$ cat config.mk
export PLATFORM = sky130hd
export DESIGN_NAME = writeback_arbiter_flat
export DESIGN_NICKNAME = d
export VERILOG_FILES = /design/src/rtl/writeback_arbiter_if.sv /design/src/rtl/writeback_arbiter.sv /design/src/flat_wrapper.sv
export SDC_FILE = /design/constraint.sdc
export NUM_CORES = 2
export LEC_CHECK = 0
export ABC_AREA = 0
export BUFFER_PORTS_ARGS = -buffer_cell sky130_fd_sc_hd__clkbuf_2
export CAP_MARGIN = 20
export CORE_MARGIN = 2
export CORE_UTILIZATION = 45
export CTS_CLUSTER_SIZE = 12
export DETAILED_ROUTE_END_ITERATION = 10
export PLACE_DENSITY = 0.65
export SLEW_MARGIN = 25
export SYNTH_ARGS = -nofsm -noshare
export SYNTH_HDL_FRONTEND = slang
export SYNTH_SLANG_ARGS = --single-unit
$ cat constraint.sdc
create_clock -name clk -period 19.48 [get_ports clk]
set_clock_uncertainty 0.05 [all_clocks]
set_input_delay 0 -clock clk [delete_from_list [all_inputs] [get_ports clk]]
set_output_delay 0 -clock clk [all_outputs]
set_load 0.01 [all_outputs]
$ cat src/rtl/writeback_arbiter_if.sv
// Producer-side and writeback-side signal bundle for writeback_arbiter.
// slave = the arbiter; master = producers/ROB environment driving it.
interface writeback_arbiter_if #(
    parameter int NUM_CH = 4,
    parameter int NUM_WB = 2,
    parameter int DATA_W = 32,
    parameter int PREG_W = 6,
    parameter int ROB_W  = 6
);
    logic [NUM_CH-1:0]        in_valid;
    logic [NUM_CH-1:0]        in_ready;
    logic [NUM_CH*DATA_W-1:0] in_data;
    logic [NUM_CH*PREG_W-1:0] in_preg;
    logic [NUM_CH*ROB_W-1:0]  in_rob;
    logic [NUM_CH-1:0]        in_regwrite;

    logic [NUM_WB-1:0]        out_valid;
    logic [NUM_WB*DATA_W-1:0] out_data;
    logic [NUM_WB*PREG_W-1:0] out_preg;
    logic [NUM_WB*ROB_W-1:0]  out_rob;
    logic [NUM_WB-1:0]        out_regwrite;

    modport master (
        output in_valid, in_data, in_preg, in_rob, in_regwrite,
        input  in_ready,
        input  out_valid, out_data, out_preg, out_rob, out_regwrite
    );

    modport slave (
        input  in_valid, in_data, in_preg, in_rob, in_regwrite,
        output in_ready,
        output out_valid, out_data, out_preg, out_rob, out_regwrite
    );
endinterface

$ cat src/rtl/writeback_arbiter.sv
// Per-channel completion FIFOs drained round-robin onto NUM_WB registered writeback lanes.
// Latency: accept at edge N -> out_valid at edge N+1; in_ready is count-based, wb_stall freezes lanes.
// Optional WB_ARB_PERF_EN adds perf_bp_cycles (cycles with a producer blocked by a full FIFO).
module writeback_arbiter #(
    parameter int NUM_CH     = 4,
    parameter int NUM_WB     = 2,
    parameter int DATA_W     = 32,
    parameter int PREG_W     = 6,
    parameter int ROB_W      = 6,
    parameter int FIFO_DEPTH = 4
) (
    input  logic                  clk,
    input  logic                  reset_n,
    input  logic                  flush,
    input  logic                  wb_stall,
    writeback_arbiter_if.slave    wb_bus
`ifdef WB_ARB_PERF_EN
    ,
    output logic [31:0]           perf_bp_cycles
`endif
);
    localparam int PTR_W = $clog2(FIFO_DEPTH);
    localparam int CH_W  = $clog2(NUM_CH);
    localparam int LN_W  = (NUM_WB > 1) ? $clog2(NUM_WB) : 1;

    typedef struct packed {
        logic [DATA_W-1:0] dat;
        logic [PREG_W-1:0] preg;
        logic [ROB_W-1:0]  rob;
        logic              regwrite;
    } wb_entry_t;

    wb_entry_t         r_mem [NUM_CH][FIFO_DEPTH];
    logic [PTR_W-1:0]  r_wr_ptr [NUM_CH];
    logic [PTR_W-1:0]  r_rd_ptr [NUM_CH];
    logic [PTR_W:0]    r_count  [NUM_CH];
    logic [CH_W-1:0]   r_rr_ptr;
    logic [NUM_WB-1:0] r_out_vld;
    wb_entry_t         r_out_ent [NUM_WB];

    wb_entry_t         w_in_ent   [NUM_CH];
    logic [NUM_CH-1:0] w_ready;
    logic [NUM_CH-1:0] w_enq;
    logic [NUM_CH-1:0] w_deq;
    logic [CH_W-1:0]   w_rr_nxt;
    logic [NUM_WB-1:0] w_lane_vld;
    wb_entry_t         w_lane_ent [NUM_WB];

    for (genvar c = 0; c < NUM_CH; c++) begin : g_ch
        assign w_in_ent[c].dat      = wb_bus.in_data[c*DATA_W +: DATA_W];
        assign w_in_ent[c].preg     = wb_bus.in_preg[c*PREG_W +: PREG_W];
        assign w_in_ent[c].rob      = wb_bus.in_rob[c*ROB_W +: ROB_W];
        assign w_in_ent[c].regwrite = wb_bus.in_regwrite[c];
        assign w_ready[c]           = (r_count[c] < (PTR_W+1)'(FIFO_DEPTH));
        assign w_enq[c]             = wb_bus.in_valid[c] & w_ready[c] & ~flush;
    end

    assign wb_bus.in_ready = w_ready;

    // Scan from r_rr_ptr; the k-th non-empty channel found fills lane k.
    always_comb begin : p_grant
        int              n;
        logic [CH_W-1:0] ch;
        n          = 0;
        ch         = '0;
        w_deq      = '0;
        w_lane_vld = '0;
        w_rr_nxt   = r_rr_ptr;
        for (int l = 0; l < NUM_WB; l++) begin
            w_lane_ent[l] = '0;
        end
        for (int k = 0; k < NUM_CH; k++) begin
            ch = CH_W'((int'(r_rr_ptr) + k) % NUM_CH);
            if (!wb_stall && !flush && (r_count[ch] != '0) && (n < NUM_WB)) begin
                w_deq[ch]                = 1'b1;
                w_lane_vld[LN_W'(n)]     = 1'b1;
                w_lane_ent[LN_W'(n)]     = r_mem[ch][r_rd_ptr[ch]];
                w_rr_nxt                 = CH_W'((int'(ch) + 1) % NUM_CH);
                n                        = n + 1;
            end
        end
    end

    always_ff @(posedge clk or negedge reset_n) begin
        if (!reset_n) begin
            for (int c = 0; c < NUM_CH; c++) begin
                r_wr_ptr[c] <= '0;
                r_rd_ptr[c] <= '0;
                r_count[c]  <= '0;
            end
            r_rr_ptr <= '0;
        end else if (flush) begin
            for (int c = 0; c < NUM_CH; c++) begin
                r_wr_ptr[c] <= '0;
                r_rd_ptr[c] <= '0;
                r_count[c]  <= '0;
            end
            r_rr_ptr <= '0;
        end else begin
            for (int c = 0; c < NUM_CH; c++) begin
                if (w_enq[c]) r_wr_ptr[c] <= r_wr_ptr[c] + PTR_W'(1);
                if (w_deq[c]) r_rd_ptr[c] <= r_rd_ptr[c] + PTR_W'(1);
                if (w_enq[c] && !w_deq[c])      r_count[c] <= r_count[c] + (PTR_W+1)'(1);
                else if (!w_enq[c] && w_deq[c]) r_count[c] <= r_count[c] - (PTR_W+1)'(1);
            end
            r_rr_ptr <= w_rr_nxt;
        end
    end

    // Storage has no reset: occupancy is governed entirely by the counters.
    always_ff @(posedge clk) begin
        for (int c = 0; c < NUM_CH; c++) begin
            if (w_enq[c]) r_mem[c][r_wr_ptr[c]] <= w_in_ent[c];
        end
    end

    always_ff @(posedge clk or negedge reset_n) begin
        if (!reset_n) begin
            r_out_vld <= '0;
            for (int l = 0; l < NUM_WB; l++) r_out_ent[l] <= '0;
        end else if (flush) begin
            r_out_vld <= '0;
            for (int l = 0; l < NUM_WB; l++) r_out_ent[l] <= '0;
        end else if (!wb_stall) begin
            r_out_vld <= w_lane_vld;
            for (int l = 0; l < NUM_WB; l++) r_out_ent[l] <= w_lane_ent[l];
        end
    end

    for (genvar l = 0; l < NUM_WB; l++) begin : g_lane
        assign wb_bus.out_data[l*DATA_W +: DATA_W] = r_out_ent[l].dat;
        assign wb_bus.out_preg[l*PREG_W +: PREG_W] = r_out_ent[l].preg;
        assign wb_bus.out_rob[l*ROB_W +: ROB_W]    = r_out_ent[l].rob;
        assign wb_bus.out_regwrite[l]              = r_out_ent[l].regwrite;
    end
    assign wb_bus.out_valid = r_out_vld;

`ifdef WB_ARB_PERF_EN
    logic [31:0] r_perf_bp;

    always_ff @(posedge clk or negedge reset_n) begin
        if (!reset_n) begin
            r_perf_bp <= '0;
        end else if (flush) begin
            r_perf_bp <= '0;
        end else if (|(wb_bus.in_valid & ~w_ready) && (r_perf_bp != 32'hFFFF_FFFF)) begin
            r_perf_bp <= r_perf_bp + 32'd1;
        end
    end

    assign perf_bp_cycles = r_perf_bp;
`endif
endmodule

$ cat src/flat_wrapper.sv
// flat-port wrapper written by rule: the top's interface ports become plain ports
module writeback_arbiter_flat 
#(
    parameter int NUM_CH     = 4,
    parameter int NUM_WB     = 2,
    parameter int DATA_W     = 32,
    parameter int PREG_W     = 6,
    parameter int ROB_W      = 6,
    parameter int FIFO_DEPTH = 4
)
  (clk, reset_n, flush, wb_stall, wb_bus_in_valid, wb_bus_in_data, wb_bus_in_preg, wb_bus_in_rob, wb_bus_in_regwrite, wb_bus_in_ready, wb_bus_out_valid, wb_bus_out_data, wb_bus_out_preg, wb_bus_out_rob, wb_bus_out_regwrite);
  writeback_arbiter_if #(.NUM_CH(NUM_CH), .NUM_WB(NUM_WB), .DATA_W(DATA_W), .PREG_W(PREG_W), .ROB_W(ROB_W)) wb_bus_i ();
  input  logic clk;
  input  logic reset_n;
  input  logic flush;
  input  logic wb_stall;
  input wire logic [$bits(wb_bus_i.in_valid)-1:0] wb_bus_in_valid;
  input wire logic [$bits(wb_bus_i.in_data)-1:0] wb_bus_in_data;
  input wire logic [$bits(wb_bus_i.in_preg)-1:0] wb_bus_in_preg;
  input wire logic [$bits(wb_bus_i.in_rob)-1:0] wb_bus_in_rob;
  input wire logic [$bits(wb_bus_i.in_regwrite)-1:0] wb_bus_in_regwrite;
  output wire logic [$bits(wb_bus_i.in_ready)-1:0] wb_bus_in_ready;
  output wire logic [$bits(wb_bus_i.out_valid)-1:0] wb_bus_out_valid;
  output wire logic [$bits(wb_bus_i.out_data)-1:0] wb_bus_out_data;
  output wire logic [$bits(wb_bus_i.out_preg)-1:0] wb_bus_out_preg;
  output wire logic [$bits(wb_bus_i.out_rob)-1:0] wb_bus_out_rob;
  output wire logic [$bits(wb_bus_i.out_regwrite)-1:0] wb_bus_out_regwrite;
  assign wb_bus_i.in_valid = wb_bus_in_valid;
  assign wb_bus_i.in_data = wb_bus_in_data;
  assign wb_bus_i.in_preg = wb_bus_in_preg;
  assign wb_bus_i.in_rob = wb_bus_in_rob;
  assign wb_bus_i.in_regwrite = wb_bus_in_regwrite;
  assign wb_bus_in_ready = wb_bus_i.in_ready;
  assign wb_bus_out_valid = wb_bus_i.out_valid;
  assign wb_bus_out_data = wb_bus_i.out_data;
  assign wb_bus_out_preg = wb_bus_i.out_preg;
  assign wb_bus_out_rob = wb_bus_i.out_rob;
  assign wb_bus_out_regwrite = wb_bus_i.out_regwrite;
  writeback_arbiter #(.NUM_CH(NUM_CH), .NUM_WB(NUM_WB), .DATA_W(DATA_W), .PREG_W(PREG_W), .ROB_W(ROB_W), .FIFO_DEPTH(FIFO_DEPTH)) u_core (.clk(clk), .reset_n(reset_n), .flush(flush), .wb_stall(wb_stall), .wb_bus(wb_bus_i));
endmodule
* Word level (Yosys, flattened, before mapping)
Memory sizes are Yosys's and may differ from the RTL's. Cells that the tools add are included. Widths: inputs -> output; s select.
Storage, ports and cells: bits in writable memories 720, bits of input ports 188, memories kept 1, flip-flop bits (word level) 122, logic and storage cells 296
Memories:
- u_core.r_mem | depth 4, bits a word 180, read ports 4, clocked after memory_dff 0, wr ports 4, RTL line writeback_arbiter.sv:33 | wb_entry_t r_mem [NUM_CH][FIFO_DEPTH];
Cells by class: reduce and logical (&&, ||, !) cells 57, order comparisons 43, add/sub/neg operators 24, muxes and demuxes 118, bitwise operators 30, equal/unequal tests 1
Operators by type and width (count):
- $mux 180 | 4
- $mux 45 | 16
- $mux 90 | 5
- $bmux 45 s2 | 4
- $demux 45 s2 | 4
- $bwmux 90 | 3
- $demux 45 s1 | 3
- $lt 32x3->1 const B | 2
- $mux 32 | 2
- $mux 2 | 26
- $mux 3 | 16
- $ge 3x3->1 const B | 12
- $not 2->3 | 12
- $add 32x2->32 const B | 1
- $logic_and 1x1->1 | 30
- $add 2x1->2 const B | 12
- $bmux 3 s2 | 4
- $reduce_bool 3->1 | 8
- $bmux 2 s2 | 4
- $mux 4 | 4
- $mux 8 | 2
- $reduce_bool 2->1 | 8
- $mux 1 | 13
- $add 3x1->3 const B | 4
- 23 further kinds | 74

* Longest topological paths before layout
depth in word-level cells 22, depth in mapped cells 27

* Worst setup path before layout
OpenSTA, ideal clock, no wires.
path type reg-to-reg, from register u_core.r_rr_ptr[0], to register u_core.r_count[11] (netlist bit), arrival 6.588 ns, cell stages (with the launch flop) 28, clock period less this slack 6.732 ns, path buffers 8, data required time 19.336 ns, setup slack 12.748 ns, cells stage by stage dfrtp_1 -> buf_6 -> inv_1 -> buf_1 -> clkbuf_1 -> clkbuf_1 -> clkbuf_1 -> ha_1 -> buf_4 -> clkinv_1 -> mux4_2 -> nor2_1 -> ha_1 -> or3_1 -> a31o_2 -> nor3_1 -> fa_1 -> or3_1 -> clkbuf_1 -> a2111o_1 -> a21boi_0 -> or3_1 -> clkbuf_1 -> nor3_1 -> fa_1 -> nor2b_1 -> nor3_1 -> a211oi_1
Between the ends: cells in the longest elaborated chain, start to end 20, elaborated cells on any way between the ends 71, those cells by class 5 x add/sub; 11 x order compare; 29 x mux; 7 x bitwise; 19 x reduce/logical
RTL lines:
- start: declaration | RTL line writeback_arbiter.sv:37 | logic [CH_W-1:0] r_rr_ptr;
- start signal: assignment | RTL line writeback_arbiter.sv:106 | r_rr_ptr <= w_rr_nxt;
- $not 2->3 (implied by the code) | RTL line writeback_arbiter.sv:74 | if (!wb_stall && !flush && (r_count[ch] != '0) && (n < NUM_WB)) begin
- $bmux 3 s2 | RTL line writeback_arbiter.sv:74
- $mux 3 (implied by the code) (2 in a row) | RTL line writeback_arbiter.sv:74
- $reduce_bool 3->1 | RTL line writeback_arbiter.sv:74
- $logic_and 1x1->1 | RTL line writeback_arbiter.sv:74
- $mux 1 | RTL line writeback_arbiter.sv:74
- $lt 1x2->1 | RTL line writeback_arbiter.sv:74
- $logic_and 1x1->1 | RTL line writeback_arbiter.sv:74
- [3 not listed]
- $mux 32 | RTL line writeback_arbiter.sv:74
- $lt 32x3->1 | RTL line writeback_arbiter.sv:74
- $logic_and 1x1->1 | RTL line writeback_arbiter.sv:74
- $mux 4 (*) | RTL line writeback_arbiter.sv:74
- $logic_not 1->1 | RTL line writeback_arbiter.sv:103 | if (w_enq[c] && !w_deq[c]) r_count[c] <= r_count[c] + (PTR_W+1)'(1);
- $logic_and 1x1->1 | RTL line writeback_arbiter.sv:103
- $mux 3 | RTL line writeback_arbiter.sv:103
- $mux 12 | RTL line writeback_arbiter.sv:92 | end else if (flush) begin
- end signal: indexed assignment | RTL line writeback_arbiter.sv:103
- end signal: indexed assignment | RTL line writeback_arbiter.sv:104 | else if (!w_enq[c] && w_deq[c]) r_count[c] <= r_count[c] - (PTR_W+1)'(1);
- end: declaration | RTL line writeback_arbiter.sv:36 | logic [PTR_W:0] r_count [NUM_CH];
Every way passes the cells marked *; elsewhere a longest branch is shown, timed or not. The select of a mux whose other input is x is not followed. A chain may end at the register's enable or synchronous reset.

* Final worst setup path
from register u_core.r_rr_ptr[1], to register, netlist name u_core.wb_bus.out_data[5]
Between the ends: cells in the longest elaborated chain, start to end 22, elaborated cells on any way between the ends 94, those cells by class 5 x add/sub; 9 x order compare; 54 x mux; 11 x bitwise; 14 x reduce/logical; 1 x memory
RTL lines:
- branches (longest 19 deep; another with $lt 32x3->1)
- $mux 90 (*) | RTL line writeback_arbiter.sv:74
- $mux 90 (*) | RTL line writeback_arbiter.sv:124 | end else if (!wb_stall) begin
- $mux 90 (*) | RTL line writeback_arbiter.sv:121 | end else if (flush) begin
Mark *: on every way between the ends. The select of a mux whose other input is x is not followed.

==> summary by stage <==
STA
The number of failing hold endpoints at the final stage came to 0. Summed over all failing endpoints, the final setup total negative slack is 0 ns. The share of the cycle needed by the critical path after routing is 0.3796. Headroom to the max-slew limit came out at 0.2173. The slack of the critical path is about 12 ns. Setup violations remaining at the end of the flow were counted as 0. Setup repair after global routing left no endpoint under its margin.

The transition at the pin with the smallest max-transition slack is 1.173 ns. The final max-slew violation count is 0. For this run, the top clock speed supported by timing is around 140 MHz. The smallest clock period supported by the final layout is computed as 7.394 ns.

Yosys
In the synthesized netlist the async set-or-reset flop fraction comes to 0.09548. The netlist area before placement is between 50,000 and 60,000 um^2. The sequential area share after synthesis is 0.4671. Of the total synthesized cell area, the portion taken by AND, OR, NAND and NOR gates is 0.04559. The cell count after synthesis is roughly 3,300. In this run, distinct cell masters in the synthesized netlist total 61. During synthesis, Yosys emitted a total of 0 warnings. The synthesis-stage register bit count is 796. The multiplexer area fraction after synthesis is 0.3695.

The adder and majority cell fraction of the synthesized area is 0.008447. The share of the synthesized area in compound gates (AO/OA/AOI/OAI) is 0.06648. The flip-flop cell with the highest count after synthesis is sky130_fd_sc_hd__edfxtp_1. The average instance in the mapped netlist occupies 15.40 um^2. After synthesis, the largest family of logic cells by area is multiplexers.

The post-synthesis xor/xnor area fraction is 0.003180. The synthesized design contains slightly above 700 enable-type register cells.

Cells and area
In the layout the commonest cells are sky130_fd_sc_hd__edfxtp_1 (720), sky130_fd_sc_hd__mux4_2 (587), sky130_fd_sc_hd__mux2i_1 (423). The number of nets in the layout is ~3,800. The share of final-layout standard cells stronger than drive strength 1 is 0.3221. The post-route cell area is around 57,000 um^2. The count of placed standard cells in the final layout, fillers left out is between 5,000 and 6,000.

Relative to the synthesized area, the layout overhead comes to 14.15%. The library cell used most frequently in the layout, excluding fill and tap cells, is sky130_fd_sc_hd__edfxtp_1.

Power
In this run the power density over the cells is about 140 nW/um^2. The cell-internal power is just under 5 mW. The share of total power dissipated in sequential elements is 0.282. The largest vdd supply drop is 128.4 uV.

The net switching component of the power is approximately 3.2 mW. The relative contribution of combinational cells to total power is 0.506. In this run the static leakage power is around 19 nW. The share of total power dissipated in the clock network is 0.212. The switching part of the total is 0.3887.

Hold path
In this run the most critical hold path is launched from wb_bus_in_preg[20]. The tightest min-delay check is of the in2reg type.

Setup path
STA classifies the critical path endpoint as a register. For the worst setup path, the data arrival time is 7.86 ns. The highest cell delay on the worst timing path is around 0.99 ns. The library cell contributing the largest single delay on the critical path is sky130_fd_sc_hd__dfrtp_4. The launching point of the worst reg2reg path is u_core.r_rr_ptr[1]. Walking the worst path, the cells encountered are inv_1, ha_4, inv_4, mux4_2, nor2_1, ha_1, or3_1, a31o_2, nor3_1, fa_1, or2_2, a2111o_1, nand2_2, buf_4, nor2_4, a221oi_1, nand4b_1. The startpoint class of the critical path is a register. The required arrival time at the worst endpoint is around 20 ns.

The critical path startpoint is u_core.r_rr_ptr[1]. In this run the worst path has a maximum fanout of 53. The category of the critical setup timing path is reg2reg.

Routing
The detailed-route wire length per cell is between 30 and 40 um. After detailed routing, the number of remaining DRC violations is 0. Wires add up to around 180,000 um. The number of vias per cell after detailed routing is slightly above 7. The routed layout has approximately 36,000 vias. The first routing iteration left about 5,700 violations.

The number of optimization iterations in the first detailed-route pass is 8. The count of nets left with antenna violations once routing finished came out at 0.

Clocking
The later pin in the worst-skew pair is clocked with a latency of between 0.6 and 0.7 ns. The number of CTS-inserted buffers is 89. CTS placed an instance of sky130_fd_sc_hd__clkbuf_16 at the clock tree root.

The clock sink total is 796. The clock slew seen by the registers of the worst setup and hold paths is approximately 0.060 ns. TritonCTS built the clock tree.

The number of H-tree levels is 3. The maximum buffer depth of the clock tree is 3. The post-CTS resize count is 0.

Floorplanning
For this configuration, the core starts out at a cell density of 0.4544. The die footprint is about 110,000 um^2. In this run the vertical extent of the chip is ~340 um. The number of placed I/O pins is ~280.

The row count is around 120. The floorplan step set the die width to approximately 340 um. The floorplan step defined a core boundary enclosing about 110,000 um^2.

Place
Including well taps, the total number of placed cells is roughly 4,800. Once detailed placement completed, the half-perimeter wirelength came to approximately 100,000 um. The post-placement cell area is 52,510 um^2. The final weighted congestion in routability-driven placement is 0.9145. The number of buffers added on ports is 237. Prior to clock tree synthesis, the placed netlist has a worst setup slack of 12.20 ns.

Global routing
The via count of the first global-routing pass came to between 30,000 and 40,000. For met2 alone, demand over resource in global routing was 0.4678. For met3 alone, demand over resource in global routing was 0.08047. The met1 demand-to-capacity share in global routing is 0.4056.

Entering global routing, the biggest net connects 160 pins. The initial antenna violation count is 16. The total global routing overflow is 0. The global routing stage identified its most utilized layer as met2. The wire length of the first global-routing pass is between 200,000 and 300,000 um. The global routing usage summed across all routing layers is 0.3042.

Flow run
Max-cap violations in this run came to 0.

Status
The run finished with clean final reports.
-- kinds of logic after synthesis --
group / Yosys count
compound gates: 462
flops: 796
buf+inv: 391
fa+ha+maj: 31
mux: 1108
other cells: 1
xor+xnor: 12
simple gates: 470
-- routing by layer --
layer,up-vias,part of all wire
met2,2841,0.46
met1,18600,0.37
met4,12,0.051
met5,-,0.00046
met3,579,0.12
li1,14230,-
-- flip-flops by register name (all words and copies together) (netlist names) --
signal	count
u_core.wb_bus.out_valid	1
u_core.r_rd_ptr	8
u_core.r_wr_ptr	8
u_core.r_rr_ptr	2
u_core.r_count	12
u_core.wb_bus.out_regwrite	1
u_core.r_mem	720
u_core.wb_bus.out_data	32
u_core.wb_bus.out_rob	6
u_core.wb_bus.out_preg	6
-- path summary, 6_finish.rpt --
path | to | slack, ns | depth (start not counted)
max in group asynchronous | u_core.wb_bus.out_data[5] | 18.10 | 4
setup reg to reg | u_core.wb_bus.out_data[5] | 12.09 | 17
hold / removal | u_core.r_mem[3][144] | 0.03 | 2
setup / recovery | u_core.wb_bus.out_data[5] | 12.09 | 17
min in group asynchronous | u_core.wb_bus.out_data[7] | 0.26 | 3
hold reg to reg | u_core.wb_bus.out_preg[2] | 0.47 | 1
-- power by group through the flow --
stage / Clock [mW] / Sequential (mW) / Combinational (mW)
3_5_place_dp: 0 / 2.30 / 3.99
4_1_cts: 1.74 / 2.27 / 4.04
5_1_grt: 1.80 / 2.29 / 4.31
2_1_floorplan: 0 / 2.16 / 3.07
3_3_place_gp: 0 / 2.30 / 3.97
6_report: 1.72 / 2.28 / 4.11
-- repair_timing --
action                                  4_1_cts  5_1_grt
endpoints found under the setup margin        0        0
setup buffers                                 0        0
hold buffers                                191        0
endpoints found under the hold margin       793        0
-- critical path, delay by kind of cell (launching register included) --
family,cells,cell delay (ns)
multiplexers,1,0.45
AND/OR/NAND/NOR,7,2.03
adder cells (fa/ha/maj),3,1.54
buffers and inverters,3,1.03
AO/OA/AOI/OAI,3,1.10
flip-flops,1,0.99
-- synthesized netlist by cell type (39+ instances only) --
cell type                  count  share of area
sky130_fd_sc_hd__edfxtp_1    720           0.43
sky130_fd_sc_hd__nor2_1       39         0.0029
sky130_fd_sc_hd__mux4_2      592           0.26
sky130_fd_sc_hd__a21oi_1     100         0.0099
sky130_fd_sc_hd__nor3_1       42         0.0042
sky130_fd_sc_hd__buf_4        81          0.012
sky130_fd_sc_hd__buf_2       130          0.013
sky130_fd_sc_hd__mux2_2       89          0.020
sky130_fd_sc_hd__mux2i_1     427          0.085
sky130_fd_sc_hd__nand3_1      49         0.0049
sky130_fd_sc_hd__a221oi_1     46         0.0080
sky130_fd_sc_hd__clkbuf_1    109         0.0081
sky130_fd_sc_hd__nand2_1     188          0.014
sky130_fd_sc_hd__dfrtp_1      76          0.038
sky130_fd_sc_hd__o21ai_0      47         0.0047
sky130_fd_sc_hd__nor2b_1      62         0.0077
sky130_fd_sc_hd__a211oi_1     79          0.012
-- layout make-up --
| class | count | area, um^2 |
|---|---|---|
| antenna | 14 | 35.03 |
| clock buffer | 115 | 2439 |
| clock inverter | 46 | 518.0 |
| fill | 9106 | 53330 |
| inverter | 34 | 135.1 |
| multi-input combinational | 2129 | 25200 |
| sequential | 796 | 23550 |
| tap | 1488 | 1862 |
| timing repair buffer | 500 | 3756 |
-- stage by stage --
stage / util / hold WS (ns) / power [mW]
after floorplan: - / -0.3456 / 5.223
after global placement: 0.4734 / 0.1190 / 6.271
after global routing: 0.5186 / 0.03438 / 8.407
after detailed placement: 0.4738 / 0.1231 / 6.299
after CTS: 0.5179 / 0.003021 / 8.054
final: 0.5187 / 0.02839 / 8.113
Note: power is estimated with default switching activity, not from simulation.
